===== config.mk =====
export PLATFORM = sky130hd
export DESIGN_NAME = roll_meter_flat
export DESIGN_NICKNAME = d
export VERILOG_FILES = /design/src/rtl/roll_meter_if.sv /design/src/rtl/roll_meter.sv /design/src/flat_wrapper.sv
export SDC_FILE = /design/constraint.sdc
export NUM_CORES = 1
export LEC_CHECK = 0
export BUFFER_PORTS_ARGS = -buffer_cell sky130_fd_sc_hd__buf_2
export CAP_MARGIN = 20
export CORE_MARGIN = 2
export CORE_UTILIZATION = 53
export DETAILED_ROUTE_END_ITERATION = 10
export GPL_TIMING_DRIVEN = 0
export PLACE_DENSITY = 0.79
export SYNTH_ARGS = -nofsm -noshare
export SYNTH_HDL_FRONTEND = slang
export SYNTH_SLANG_ARGS = --single-unit

===== constraint.sdc =====
create_clock -name clk -period 2 [get_ports clk]
set_input_delay 0.2 -clock clk [delete_from_list [all_inputs] [get_ports clk]]
set_output_delay 0.2 -clock clk [all_outputs]
set_load 0.02 [all_outputs]

===== src/rtl/roll_meter_if.sv =====
// roll_meter_if: groups the push-button input and the bar/roll outputs of
// roll_meter. The meter side uses the slave modport; whoever drives the button
// and watches the bar (the board glue or a bench) uses the master modport.
// state is a read-only view of the meter FSM, meant for checkers.
interface roll_meter_if #(
    parameter int N = 10
);
    localparam int W = $clog2(N + 1);

    logic         button;
    logic [N-1:0] LED;
    logic         en;
    logic         roll;
    logic [W-1:0] strength;
    logic [1:0]   state;

    modport slave (
        input  button,
        output LED,
        output en,
        output roll,
        output strength,
        output state
    );

    modport master (
        output button,
        input  LED,
        input  en,
        input  roll,
        input  strength,
        input  state
    );
endinterface


===== src/rtl/roll_meter.sv =====
// roll_meter: press-and-hold charge bar. Holding the button fills an N-LED
// thermometer bar one LED per DIV cycles. Releasing the button emits a
// one-cycle roll pulse that carries the captured level. After that the bar
// either drains one LED per DIV cycles (DRAIN=1) or clears at once (DRAIN=0).
// Pressing again during a drain resumes charging from the current level.
module roll_meter #(
    parameter int N     = 10,
    parameter int DIV   = 2500000,
    parameter int DRAIN = 1
) (
    input  logic        clk,
    input  logic        reset,
    roll_meter_if.slave bus
);
    localparam int W  = $clog2(N + 1);
    localparam int PW = (DIV > 1) ? $clog2(DIV) : 1;

    localparam logic [W-1:0]  LVL_MAX = W'(N);
    localparam logic [PW-1:0] PRE_MAX = PW'(DIV - 1);

    typedef enum logic [1:0] {
        S_IDLE   = 2'd0,
        S_CHARGE = 2'd1,
        S_FULL   = 2'd2,
        S_DRAIN  = 2'd3
    } state_t;

    state_t        state_q, state_n;
    logic [W-1:0]  level_q, level_n;
    logic [PW-1:0] pre_q, pre_n;
    logic [W-1:0]  strength_q, strength_n;
    logic          roll_q, roll_n;
    logic          en_q;
    logic          sync1_q, b_s;
    logic          tick;
    logic [N-1:0]  led_d;

    // The raw button is asynchronous to clk, so it passes through two flops.
    always_ff @(posedge clk or negedge reset) begin
        if (!reset) begin
            sync1_q <= 1'b0;
            b_s     <= 1'b0;
        end else begin
            sync1_q <= bus.button;
            b_s     <= sync1_q;
        end
    end

    // The prescaler only runs while the bar is moving, so a tick can only
    // occur in CHARGE or DRAIN.
    assign tick = (pre_q == PRE_MAX);

    // Next-state logic. A release takes priority over a tick. The prescaler
    // restarts from zero whenever the state changes.
    always_comb begin
        state_n    = state_q;
        level_n    = level_q;
        pre_n      = '0;
        roll_n     = 1'b0;
        strength_n = strength_q;
        case (state_q)
            S_IDLE: begin
                level_n = '0;
                if (b_s) state_n = S_CHARGE;
            end
            S_CHARGE: begin
                pre_n = tick ? '0 : pre_q + 1'b1;
                if (!b_s) begin
                    roll_n     = 1'b1;
                    strength_n = level_q;
                    if (DRAIN != 0 && level_q != '0) begin
                        state_n = S_DRAIN;
                    end else begin
                        state_n = S_IDLE;
                        level_n = '0;
                    end
                end else if (tick) begin
                    level_n = level_q + 1'b1;
                    if (level_q == LVL_MAX - 1'b1) state_n = S_FULL;
                end
            end
            S_FULL: begin
                level_n = LVL_MAX;
                if (!b_s) begin
                    roll_n     = 1'b1;
                    strength_n = LVL_MAX;
                    if (DRAIN != 0) begin
                        state_n = S_DRAIN;
                    end else begin
                        state_n = S_IDLE;
                        level_n = '0;
                    end
                end
            end
            S_DRAIN: begin
                pre_n = tick ? '0 : pre_q + 1'b1;
                if (b_s) begin
                    state_n = S_CHARGE;
                end else if (tick) begin
                    level_n = level_q - 1'b1;
                    if (level_q == W'(1)) state_n = S_IDLE;
                end
            end
            default: begin
                state_n = S_IDLE;
                level_n = '0;
            end
        endcase
        if (state_n != state_q) pre_n = '0;
    end

    // State, level, prescaler and the registered outputs.
    always_ff @(posedge clk or negedge reset) begin
        if (!reset) begin
            state_q    <= S_IDLE;
            level_q    <= '0;
            pre_q      <= '0;
            roll_q     <= 1'b0;
            strength_q <= '0;
            en_q       <= 1'b0;
        end else begin
            state_q    <= state_n;
            level_q    <= level_n;
            pre_q      <= pre_n;
            roll_q     <= roll_n;
            strength_q <= strength_n;
            en_q       <= (state_n == S_FULL);
        end
    end

    // Thermometer decode of the registered level: LED[i] is lit iff i < level.
    always_comb begin
        led_d = '0;
        for (int i = 0; i < N; i++) begin
            led_d[i] = (level_q > W'(i));
        end
    end

    assign bus.LED      = led_d;
    assign bus.en       = en_q;
    assign bus.roll     = roll_q;
    assign bus.strength = strength_q;
    assign bus.state    = state_q;
endmodule

===== src/flat_wrapper.sv =====
// flat-port wrapper written by rule: the top's interface ports become plain ports
module roll_meter_flat 
#(
    parameter int N     = 10,
    parameter int DIV   = 2500000,
    parameter int DRAIN = 1
)
  (clk, reset, bus_button, bus_LED, bus_en, bus_roll, bus_strength, bus_state);
  roll_meter_if #(.N(N)) bus_i ();
  input  logic clk;
  input  logic reset;
  input wire logic [$bits(bus_i.button)-1:0] bus_button;
  output wire logic [$bits(bus_i.LED)-1:0] bus_LED;
  output wire logic [$bits(bus_i.en)-1:0] bus_en;
  output wire logic [$bits(bus_i.roll)-1:0] bus_roll;
  output wire logic [$bits(bus_i.strength)-1:0] bus_strength;
  output wire logic [$bits(bus_i.state)-1:0] bus_state;
  assign bus_i.button = bus_button;
  assign bus_LED = bus_i.LED;
  assign bus_en = bus_i.en;
  assign bus_roll = bus_i.roll;
  assign bus_strength = bus_i.strength;
  assign bus_state = bus_i.state;
  roll_meter #(.N(N), .DIV(DIV), .DRAIN(DRAIN)) u_core (.clk(clk), .reset(reset), .bus(bus_i));
endmodule

==> summary.md, run 1 <==
| Metric | Value |
|---|---|
| Remaining DRCs | 0 |
| Final hold vios | 24 |
| Initial DRC Count | 319 |
| Initial antenna violation count | 0 |
| Placer Congestion | 0.893 |
| Worst-case clock buffer depth | 2 |
| Setup TNS | -6.10 ns |
| Placed cell areas | 2420 µm² |
| WL/cell | 20.7 µm |
| #FFs+latches synth | 36 |
| Cts hold-fix bufs | 0 |
| Sequential area share after synthesis | 40.5% |
| Static leakage | 1.43 nW |
| Die height | 68.8 µm |
| Syn nets | 259 |
| Worst slew pin tran | 0.795 ns |
| Slowest stage delay, CP | 0.38 ns |
| Kind of end point of the critical path | register |
| Largest net degree at the start of global routing | 37 |
| Design Area, Final | 3260 µm² |
| Synthesized instance count | 248 |
| Routed Antenna Nets | 0 |
| Most used cell along the critical path | buf_4 |
| I/O pin cnt | 21 |
| Period utilization | 115% |
| Min cycle time layout | 2.29 ns |
| Final-report max-slew violation count | 0 |
| First-pass GRT wire length | 10900 µm |
| Post-Syn Area | 2220 µm² |
| Share of layout cells above drive strength 1 | 42.6% |
| Hold Slack | -0.0202 ns |
| Crit path DAT | 2.51 ns |
| Die W | 68.8 µm |
| Commonest non-fill, non-tap cell in the layout | buf_4 |
| Total GRT Usage | 31.3% |
| VDD IR max | 0.000989 V |
| RSZ-0062 raised after global routing | true |
| Outcome | finished, violations left |
| Clk_skew | 0.0151 ns |
| Via Count | 2396 |
| Rows | 23 |
| Number of synthesized flops with an enable pin | 0 |
| Overflow after GRT | 0 |
| Worst reg-to-reg setup slack | -0.29 ns |
| Crit Path Max Fanout | 4 |
| R2R depth | 12 |
| Die area | 4730 µm² |
| Number of global-route vias before repair | 2191 |
| Cell variety after synth | 51 |
| Commonest cells after routing, fill and taps aside | buf_4 (35), dfrtp_1 (33), nand3_1 (26) |
| HP Class | in2async |
| Failing checks | hold timing, setup timing |
| Area growth, synth to finish | 46.6% |
| Critical-path cell list | ha_2 > nand4_1 > buf_4 > buf_4 > buf_4 > buf_4 > buf_4 > buf_4 > nor2_1 > xor2_1 > nand3_1 > nor2_1 |
| Initial Utilization | 55.2% |
| N_diodes | 0 |
| CP Launch Type | register |
| CP required | 2.22 ns |
| Syn_area_per_cell | 8.96 µm² |
| DP HPWL | 3420 µm |
| Ys async rst share | 100% |
| Synth Flop Type | dfrtp_1 |
| Max-cap viol count | 0 |
| RR Endpoint | u_core.pre_q[8] |
| Via density per instance | 6.49 |
| Yosys warning total | 0 |
| Final Net Count | 329 |
| Root buf cell | clkbuf_8 |
| Drt total wl | 7630 µm |
| CTS tree | built |
| Port bufs | 20 |
| H-tree levels | 2 |
| Clock sinks | 36 |
| Final setup violation count | 28 |
| Cell Pwr Density | 1520 nW/µm² |
| Worst r2r src | u_core.pre_q[1] |
| Crit-path slowest cell | dfrtp_1 |
| FMAX | 436 MHz |
| TritonCTS Buffers | 5 |
| Area of the core | 4030 µm² |
| CP Class | reg2reg |
| Latest clock arrival within the worst-skew pair | 0.30 ns |
| Pre-antenna DRT Iters | 5 |
| Clock slew at reported path FFs | 0.09 ns |
| Slew HR | 47.0% |
| Worst path setup slack after routing | -0.291 ns |
-- layout make-up --
cell class,count,area [µm²]
tap,50,62.6
buffer,11,111
sequential,36,905
timing repair buffer,63,455
multi-input combinational,190,1550
fill,209,772
clock inverter,1,30.0
clock buffer,7,96.3
inverter,11,46.3
-- synthesized netlist by cell type, types with 2 or more instances --
cell type,instances,area (µm²)
xnor2_1,16,140
nand2_1,12,45.0
o211ai_1,3,22.5
buf_2,6,30.0
and4_1,2,17.5
o21bai_1,2,15.0
a22o_1,3,26.3
nor4bb_1,2,20.0
nor2_1,34,128
nand4_1,5,31.3
a211oi_1,2,15.0
xor2_1,6,52.6
clkbuf_1,5,18.8
mux2i_1,3,30.0
a2bb2oi_1,2,17.5
and2_1,3,18.8
ha_1,8,100
o22ai_1,2,12.5
o21ai_0,9,45.0
dfrtp_1,36,901
a21oi_1,6,30.0
nand2b_1,2,12.5
mux2_4,2,30.0
o21a_1,2,15.0
nor3_1,4,20.0
and3_1,2,12.5
nand3_1,35,175
inv_1,11,41.3
-- worst max-delay path, delay by kind of cell (launching register included) --
family	cells	cell delay, ns
and+or+nand+nor	4	0.59
xor gates and xnor gates	1	0.23
DFF	1	0.38
buffers and inverters	6	0.83
adders and majority gates	1	0.19
-- cells by family after synthesis --
logic type | share of synthesized area, %
buffers and inverters | 4.05
XOR/XNOR | 8.67
multiplexers | 2.70
flip-flops | 40.5
AND/OR/NAND/NOR | 27.5
adder cells (fa/ha/maj) | 4.50
AO/OA/AOI/OAI | 12.0
-- per-stage QoR --
step           hold slack (ns)  power [W]  setup WS [ns]  utilization [%]  std cells
6_report               -0.0202    0.00495         -0.291             80.8        369
5_1_grt                 0.0105    0.00512         -0.329             80.8        369
4_1_cts                0.00970    0.00447        -0.0817             76.3        363
3_5_place_dp             0.315    0.00285         -0.390             60.2        318
3_3_place_gp             0.309    0.00281         -0.350             60.2        318
2_1_floorplan          -0.0956    0.00237       -0.00302                -        248
-- where the power goes --
part           switching, W  internal (W)  leakage (nW)  total, W
sequential         0.000109      0.000855         0.475  0.000964
combinational       0.00180       0.00145         0.896   0.00326
clock              0.000288      0.000440        0.0645  0.000729
-- flip-flops by register name (all words and copies together), names as in the netlist --
| register | cells |
|---|---|
| u_core.b_s | 1 |
| u_core.bus.en | 1 |
| u_core.bus.roll | 1 |
| u_core.bus.state | 2 |
| u_core.bus.strength | 4 |
| u_core.level_q | 4 |
| u_core.pre_q | 22 |
| u_core.sync1_q | 1 |
-- metal layers --
metal | vias to the layer above | track usage [%] | routed length, µm
li1 | 1019 | - | -
met1 | 1191 | 43.5 | 3160
met2 | 144 | 49.3 | 3620
met3 | 42 | 5.84 | 521
met4 | 0 | 10.0 | 323
met5 | - | 0 | 0
-- timing repair --
| item | in CTS | in global routing |
|---|---|---|
| resized for setup | 56 | 33 |
| pin swaps | 19 | 19 |
| gates cloned | 5 | 0 |
| setup endpoints to repair | 28 | 29 |
| setup buffers | 33 | 7 |
-- worst max-delay path by stage --
stage | from | to | slack [ns] | cells past startpoint
3_5_place_dp | u_core.level_q[0] | u_core.pre_q[20] | -0.39 | 9
3_3_place_gp | u_core.level_q[1] | u_core.pre_q[10] | -0.35 | 9
6_report | u_core.pre_q[1] | u_core.pre_q[8] | -0.29 | 12
4_1_cts | u_core.level_q[0] | u_core.pre_q[10] | -0.08 | 11
2_1_floorplan | u_core.bus.state[1] | u_core.pre_q[10] | -0.003 | 9
5_1_grt | u_core.level_q[1] | u_core.pre_q[8] | -0.33 | 11
Note: power is estimated with default switching activity, not from simulation.
==> inputs of run 2 (changes only) <==
Settings changed: SKIP_CTS_REPAIR_TIMING set to 1.
==> run 2 against run 1 <==
  * The run still ends with hold timing, setup timing left
  * Sequential share of layout area rose by 2.0 points
  * Final cell count fell by 4.1%
  * First-iteration DRC count fell by 13%
  * Setup slack improved by 0.021 ns
  * Final area fell by 6.6%
  * Global-route usage fell by 7.8 points
  * Combinational power fell by 12%
  * Critical endpoint is now u_core.level_q[0]
  * Largest cell class unchanged
==> summary.md, run 2 (synthesis gave the netlist of run 1 again) <==
| Metric | Value |
|---|---|
| Worst-case clock buffer depth | 2 |
| Final-report max-slew violation count | 0 |
| Initial Utilization | 55.2% |
| Initial antenna violation count | 0 |
| Fillers | 254 |
| Placer Congestion | 0.893 |
| CTS tree | built |
| Commonest non-fill, non-tap cell in the layout | dfrtp_1 |
| Fin util | 75.5% |
| Crit Path Max Fanout | 5 |
| Largest net degree at the start of global routing | 37 |
| Min cycle time layout | 2.27 ns |
| WL/cell | 18.3 µm |
| TritonCTS Buffers | 5 |
| Slowest stage delay, CP | 0.48 ns |
| Area of the core | 4030 µm² |
| Via density per instance | 6.17 |
| Period utilization | 113% |
| Cell Pwr Density | 1510 nW/µm² |
| Number of global-route vias before repair | 1757 |
| GRT met3 Usage | 4.38% |
| CP required | 2.18 ns |
| Share of layout cells above drive strength 1 | 36.5% |
| RSZ-0062 raised after global routing | true |
| Worst slew pin tran | 0.795 ns |
| Max reg flops | 22 |
| Drt total wl | 6490 µm |
| FMAX | 441 MHz |
| Latest clock arrival within the worst-skew pair | 0.30 ns |
| H-tree levels | 2 |
| Final Net Count | 314 |
| Clock slew at reported path FFs | 0.08 ns |
| Static leakage | 1.36 nW |
| CP Class | reg2reg |
| VDD IR max | 0.00101 V |
| Final setup violation count | 28 |
| Switching Share | 43.2% |
| First-pass GRT wire length | 8320 µm |
| Pre-antenna DRT Iters | 5 |
| Critical-path cell list | nor3b_1 > nand3_2 > or3_4 > o21ai_4 > a21oi_4 > mux2_4 |
| Commonest cells after routing, fill and taps aside | dfrtp_1 (32), nor2_1 (30), nand3_1 (30) |
| Crit-path slowest cell | or3_4 |
| Clk_skew | 0.00934 ns |
| Grt met2 use | 33.3% |
| Total GRT Usage | 23.5% |
| Die area | 4730 µm² |
| HP Class | in2async |
| Routed Antenna Nets | 0 |
| Slew HR | 47.0% |
| Biggest register | u_core.pre_q |
| DP HPWL | 3420 µm |
| Area growth, synth to finish | 36.9% |
| Register area | 906 µm² |
| Remaining DRCs | 0 |
| Final hold vios | 30 |
| Clk pwr share | 15.7% |
| Port bufs | 20 |
| Outcome | finished, violations left |
| GR Layer Usage met1 | 35.4% |
| Max-cap viol count | 0 |
| Hold Slack | -0.0198 ns |
| Power share of the sequential group | 21.4% |
| CP Launch Type | register |
| Multi-input combinational cell area | 1490 µm² |
| Pint | 0.00260 W |
| Die height | 68.8 µm |
| Rows | 23 |
| Crit path DAT | 2.44 ns |
| Failing checks | hold timing, setup timing |
| Root buf cell | clkbuf_8 |
| Crit path buf inv count | 0 |
| N_diodes | 0 |
| Worst path setup slack after routing | -0.270 ns |
| Via Count | 2185 |
| Crit-path leading delay family | simple AND/OR/NAND/NOR gates |
| Setup TNS | -5.42 ns |
| I/O pin cnt | 21 |
| Logic pwr share | 62.9% |
| NetSw | 0.00198 W |
| Kind of end point of the critical path | register |
| Die W | 68.8 µm |
| Overflow after GRT | 0 |
| Clock sinks | 36 |
| GR peak layer | met1 |
| Initial DRC Count | 276 |
run 2: cell count changes in the layout (fill, tap and decap cells not counted), sizes merged:
cell,previous run,this run
buf,68,56
clkbuf,13,10
run 2: power groups by stage:
stage / registers (W) / logic, W / clock network (W)
floorplan: 0.00105 / 0.00132 / 0
global placement: 0.000986 / 0.00182 / 0
detailed placement: 0.000994 / 0.00185 / 0
CTS: 0.000981 / 0.00187 / 0.000729
global route: 0.000996 / 0.00305 / 0.000743
finish: 0.000981 / 0.00288 / 0.000721
run 2: final cells by class:
| class | instances | share of cell area (%) |
|---|---|---|
| Sequential cell | 36 | 29.8 |
| Timing Repair Buffer | 48 | 10.6 |
| Clock inverter | 1 | 0.987 |
| Multi-Input combinational cell | 190 | 48.8 |
| Buffer | 11 | 3.25 |
| Tap cell | 50 | 2.06 |
| Inverter | 11 | 1.36 |
| Clock buffer | 7 | 3.17 |
run 2: worst paths after layout:
path / cells after the start / from / slack, ns / end
setup / recovery: 6 / u_core.pre_q[5] / -0.27 / u_core.level_q[0]
hold / removal: 1 / reset / -0.02 / u_core.level_q[3]
setup reg to reg: 6 / u_core.pre_q[5] / -0.27 / u_core.level_q[0]
max in group asynchronous: 1 / reset / 1.46 / u_core.bus.state[1]
min in group clk: 1 / bus_button / 0.01 / u_core.sync1_q
hold reg to reg: 0 / u_core.sync1_q / 0.36 / u_core.b_s
run 2: metal layers:
| layer | wire, µm | vias up |
|---|---|---|
| met5 | 0 | - |
| met4 | 147 | 0 |
| met3 | 378 | 15 |
| met2 | 3220 | 101 |
| met1 | 2740 | 1073 |
| li1 | - | 996 |
run 2: stage by stage:
step | area [µm²] | power (W) | instances | hold slack, ns | setup WS (ns)
global placement | 2420 | 0.00281 | 318 | 0.309 | -0.350
detailed placement | 2420 | 0.00285 | 318 | 0.315 | -0.390
CTS | 2550 | 0.00358 | 326 | 0.00969 | -0.427
finish | 3040 | 0.00458 | 354 | -0.0198 | -0.270
floorplan | 2260 | 0.00237 | 248 | -0.0956 | -0.00302
global route | 3040 | 0.00479 | 354 | 0.0142 | -0.313
